### config.mk
export PLATFORM = sky130hd
export DESIGN_NAME = partial_product_24x12
export DESIGN_NICKNAME = d
export VERILOG_FILES = /design/src/rtl/partial_product_24x12.sv
export SDC_FILE = /design/constraint.sdc
export NUM_CORES = 1
export LEC_CHECK = 0
export CAP_MARGIN = 40
export CORE_MARGIN = 4
export CORE_UTILIZATION = 42
export CTS_CLUSTER_DIAMETER = 150
export DETAILED_ROUTE_END_ITERATION = 12
export PLACE_DENSITY_LB_ADDON = 0.12
export SYNTH_ARGS = -nofsm -noshare
export SYNTH_HDL_FRONTEND = slang
export SYNTH_SLANG_ARGS = --single-unit
### constraint.sdc
create_clock -name clk -period 4.5 [get_ports clk]
set_input_delay 0.9 -clock clk [delete_from_list [all_inputs] [get_ports clk]]
set_output_delay 0.9 -clock clk [all_outputs]
set_load 0.02 [all_outputs]
### src/rtl/partial_product_24x12.sv
// Sequential 24x12 shift-add partial-product generator: forms x = a*b[11:0] and
// y = a*b[23:12] over 12 steps for the 24x24 multiplier's combining adder.
module partial_product_24x12 (
  input  logic        clk,
  input  logic        rst_n,
  input  logic        in_valid,
  output logic        in_ready,
  input  logic [23:0] a,
  input  logic [23:0] b,
  output logic        out_valid,
  input  logic        out_ready,
  output logic [35:0] x,
  output logic [35:0] y,
  output logic        busy
);

  typedef enum logic [1:0] {
    IDLE = 2'd0,
    RUN  = 2'd1,
    DONE = 2'd2
  } state_e;

  state_e      state_q, state_d;
  logic [35:0] mcand_q, mcand_d;
  logic [11:0] blo_q, blo_d;
  logic [11:0] bhi_q, bhi_d;
  logic [35:0] accx_q, accx_d;
  logic [35:0] accy_q, accy_d;
  logic [3:0]  cnt_q, cnt_d;

  always_ff @(posedge clk or negedge rst_n) begin
    if (!rst_n) begin
      state_q <= IDLE;
      mcand_q <= '0;
      blo_q   <= '0;
      bhi_q   <= '0;
      accx_q  <= '0;
      accy_q  <= '0;
      cnt_q   <= '0;
    end else begin
      state_q <= state_d;
      mcand_q <= mcand_d;
      blo_q   <= blo_d;
      bhi_q   <= bhi_d;
      accx_q  <= accx_d;
      accy_q  <= accy_d;
      cnt_q   <= cnt_d;
    end
  end

  // Both slices share one shifted multiplicand; each slice adds it when its
  // current low multiplier bit is set.
  always_comb begin
    state_d = state_q;
    mcand_d = mcand_q;
    blo_d   = blo_q;
    bhi_d   = bhi_q;
    accx_d  = accx_q;
    accy_d  = accy_q;
    cnt_d   = cnt_q;
    case (state_q)
      IDLE: begin
        if (in_valid) begin
          mcand_d = {12'b0, a};
          blo_d   = b[11:0];
          bhi_d   = b[23:12];
          accx_d  = '0;
          accy_d  = '0;
          cnt_d   = '0;
          state_d = RUN;
        end
      end
      RUN: begin
        accx_d  = accx_q + (blo_q[0] ? mcand_q : 36'd0);
        accy_d  = accy_q + (bhi_q[0] ? mcand_q : 36'd0);
        mcand_d = mcand_q << 1;
        blo_d   = blo_q >> 1;
        bhi_d   = bhi_q >> 1;
        cnt_d   = cnt_q + 4'd1;
        if (cnt_q == 4'd11) begin
          state_d = DONE;
        end
      end
      DONE: begin
        if (out_ready) begin
          state_d = IDLE;
        end
      end
      default: state_d = IDLE;
    endcase
  end

  assign in_ready  = (state_q == IDLE);
  assign out_valid = (state_q == DONE);
  assign busy      = (state_q != IDLE);
  assign x         = accx_q;
  assign y         = accy_q;

endmodule

==> impl_metrics.env <==
export IMPL_holdWs_ps=250.2
export IMPL_postCtsSetupBuffers=0
export IMPL_max_freq_ghz=0.2919
export IMPL_comb_power_share_pct=52.7
export IMPL_cp_start_kind="flip-flop"
export IMPL_cts_buffer_depth=2
export IMPL_crit_top_cell="a21o_1"
export IMPL_sw_frac_of_total_pct=44.73
export IMPL_rsz0062_at_grt="no"
export IMPL_routedWlPerCell_um=18.29
export IMPL_routed_wl_um=29110
export IMPL_finalCriticalPeriod_ps=3426
export IMPL_diodes=0
export IMPL_avgSynthCellArea_um2=8.516
export IMPL_first_global_vias=8795
export IMPL_drive_above_1_share_pct=4.870
export IMPL_p_int_mw=4.281
export IMPL_num_rows=56
export IMPL_relSlewSlack_pct=47.95
export IMPL_netlist_area_leader_share_pct=34.63
export IMPL_ys_warn_count=0
export IMPL_h_tree_depth=4
export IMPL_synth_area_leaders="dfrtp_1 35%, ha_1 8.9%, o21ai_0 6.3%, a21oi_1 5.6%, nand2_1 5.0%"
export IMPL_synth_edf_count=0
export IMPL_crit_chain="buf_4 > and2_1 > ha_1 > a21o_1 > a31o_1 > a21o_1 > a21o_1 > a21o_1 > o2111a_1 > or4_1 > a32o_1"
export IMPL_final_nets=1385
export IMPL_ir_worst_vdd_mv=0.3612
export IMPL_synth_main_ff_cell="dfrtp_1"
export IMPL_grt_usage_pct=22.38
export IMPL_final_setup_viol_count=0
export IMPL_route_antenna_remaining_nets=0
export IMPL_grt_max_degree=89
export IMPL_synthesis_nets=1296
export IMPL_crit_required_ps=4820
export IMPL_clock_sinks=138
export IMPL_fp_dieW_um=162.1
export IMPL_cp_slowest_stage_delay_ps=510
export IMPL_drt_iter0_drc=576
export IMPL_core_mm2=0.02340
export IMPL_arrival_ps=3750
export IMPL_cts_tree="done"
export IMPL_clkSlewWorstSetupHoldPaths_ps=70
export IMPL_cts_resized=0
export IMPL_grt_pass1_wl_um=47740
export IMPL_p_seq_share_pct=29.6
export IMPL_path_class="flip-flop to flip-flop"
export IMPL_area_growth_pct=21.78
export IMPL_cts_buffers=17
export IMPL_async_reset_ff_share_pct=100.0
export IMPL_status="completed"
export IMPL_synthDistinctLibCells=60
export IMPL_syn_inst=1171
export IMPL_place_gp_congestion=0.9665
export IMPL_ctsRootBufferMaster="clkbuf_16"
export IMPL_synth_largest_area_cell="dfrtp_1"
export IMPL_start_util_pct=42.61
export IMPL_min_path_type="input pin to async pin"
export IMPL_finalSetupTns_ps=0
export IMPL_port_buffers=126
export IMPL_drc=0
export IMPL_ys_ff_latch=138
export IMPL_crit_fanout=21
export IMPL_drv_cap=0
export IMPL_skew_ps=11.33
export IMPL_fillCellCount=2254
export IMPL_tightestPinTransition_ps=779.2
export IMPL_endpoint_kind="flip-flop"
export IMPL_slowest_stage="dfrtp_1"
export IMPL_period_share_pct=76.14
export IMPL_clock_latency_ps=430
export IMPL_drt_first_pass_iters=7
export IMPL_powerDensity_mw_per_mm2=637.8
export IMPL_ys_seq_area_share_pct=34.63
export IMPL_holdBufCountCts=0
export IMPL_vias=9106
export IMPL_slew_violations=0
export IMPL_power_leakage_nw=5.578
export IMPL_antenna_found_initial=0
export IMPL_pwr_share_clk_pct=17.7
export IMPL_hpwlAfterDp_um=21510
export IMPL_boundaryPins=127
export IMPL_vias_per_cell=5.720
export IMPL_die_h_um=162.1
export IMPL_die_area_mm2=0.02627
export IMPL_synth_cell_area_mm2=0.009972
export IMPL_power_switching_mw=3.464
export IMPL_hold_viol_final=0
export IMPL_grt_ovfl_total=0
-- final timing paths --
kind                       startpoint         end  slack (ps)  cells after the start
max                          bhi_q[0]       y[33]        1070                     11
min                             rst_n        y[8]         250                      1
max reg2reg                  bhi_q[0]       y[33]        1070                     11
min reg2reg                  bhi_q[9]    bhi_q[9]         480                      2
max in group asynchronous       rst_n  state_q[0]        3570                      2
min in group clk             bhi_q[9]    bhi_q[9]         480                      2
-- flip-flops by register name, summed over array words and instances, names as in the netlist --
| signal | flops |
|---|---|
| cnt_q | 4 |
| x | 36 |
| blo_q | 12 |
| bhi_q | 12 |
| mcand_q | 36 |
| y | 36 |
| state_q | 2 |
-- power by group through the flow --
stage	registers [mW]	clock network (mW)	logic [mW]
CTS	2.30	1.40	4.09
detailed placement	2.32	0	4.07
global route	2.38	1.45	4.52
global placement	2.33	0	3.98
floorplan	2.39	0	2.47
finish	2.29	1.37	4.08
-- cell usage after synthesis (all sizes together), types with 9 or more instances --
cell and n:
dfrtp 138, nand2 134, o21ai 127, a21oi 111, and2 76, clkbuf 72
ha 71, a21o 40, nor2 33, nand3 28, a22o 26, xor2 25
and3b 24, xnor2 24, a22oi 21, nor2b 18, inv 17, and3 14
a31oi 13, nand4 13, o21bai 12, nor3 11, a32o 10, a211oi 9
o211ai 9, o21a 9
-- layout by cell type (no fill, tap or decap), types with 14 or more instances in the layout --
| cell type | instances |
|---|---|
| nor2b_1 | 17 |
| a21o_1 | 40 |
| nor2_1 | 33 |
| a22oi_1 | 21 |
| and2_1 | 76 |
| ha_1 | 71 |
| inv_1 | 17 |
| nand2_1 | 134 |
| clkbuf_16 | 17 |
| dfrtp_1 | 137 |
| a21oi_1 | 111 |
| nand3_1 | 28 |
| clkdlybuf4s50_1 | 125 |
| a22o_1 | 26 |
| and3_1 | 14 |
| xor2_1 | 25 |
| xnor2_1 | 24 |
| and3b_1 | 24 |
| o21ai_0 | 126 |
-- routing by layer --
layer  part of all wire (%)  track usage [%]
met2                     44            34.19
met3                    5.8            4.339
met1                     48            32.65
met4                    1.8            5.921
met5                      0                0
-- kinds of logic after synthesis --
group                    count (synthesis)  synth area share [%]
multiplexers                             6                0.6148
buffers and inverters                   91                 3.513
AND/OR/NAND/NOR                        383                 20.20
flip-flops                             138                 34.63
XOR/XNOR                                49                 4.304
adder cells (fa/ha/maj)                 73                 9.310
AO/OA/AOI/OAI                          431                 27.43
-- stage by stage --
step	instance area (um2)	util (%)	cells	setup slack (ps)	power, mW
global route	12140	51.89	1592	797.2	8.349
finish	12140	51.89	1592	1074	7.746
detailed placement	11580	49.49	1560	1093	6.391
global placement	11510	49.19	1556	903.5	6.311
CTS	12140	51.89	1592	1081	7.789
floorplan	9972	-	1171	1309	4.858
-- final cells by class --
| type | instances | area, um2 | area share, % |
|---|---|---|---|
| Clock inverter | 12 | 115.1 | 0.9479 |
| Clock buffer | 20 | 446.7 | 3.678 |
| Multi-Input combinational cell | 942 | 6190 | 50.97 |
| Timing Repair Buffer | 144 | 1475 | 12.15 |
| Sequential cell | 138 | 3455 | 28.45 |
| Inverter | 17 | 63.81 | 0.5255 |
| Tap cell | 319 | 399.1 | 3.287 |
-- critical path, delay by kind of cell, from the launching register on --
kind	cells	cell delay, ps
flops	1	510
buf+inv	1	260
fa+ha+maj	1	370
compound gates	7	1550
simple gates	2	640
No activity file was read; power rests on OpenSTA's default activity.
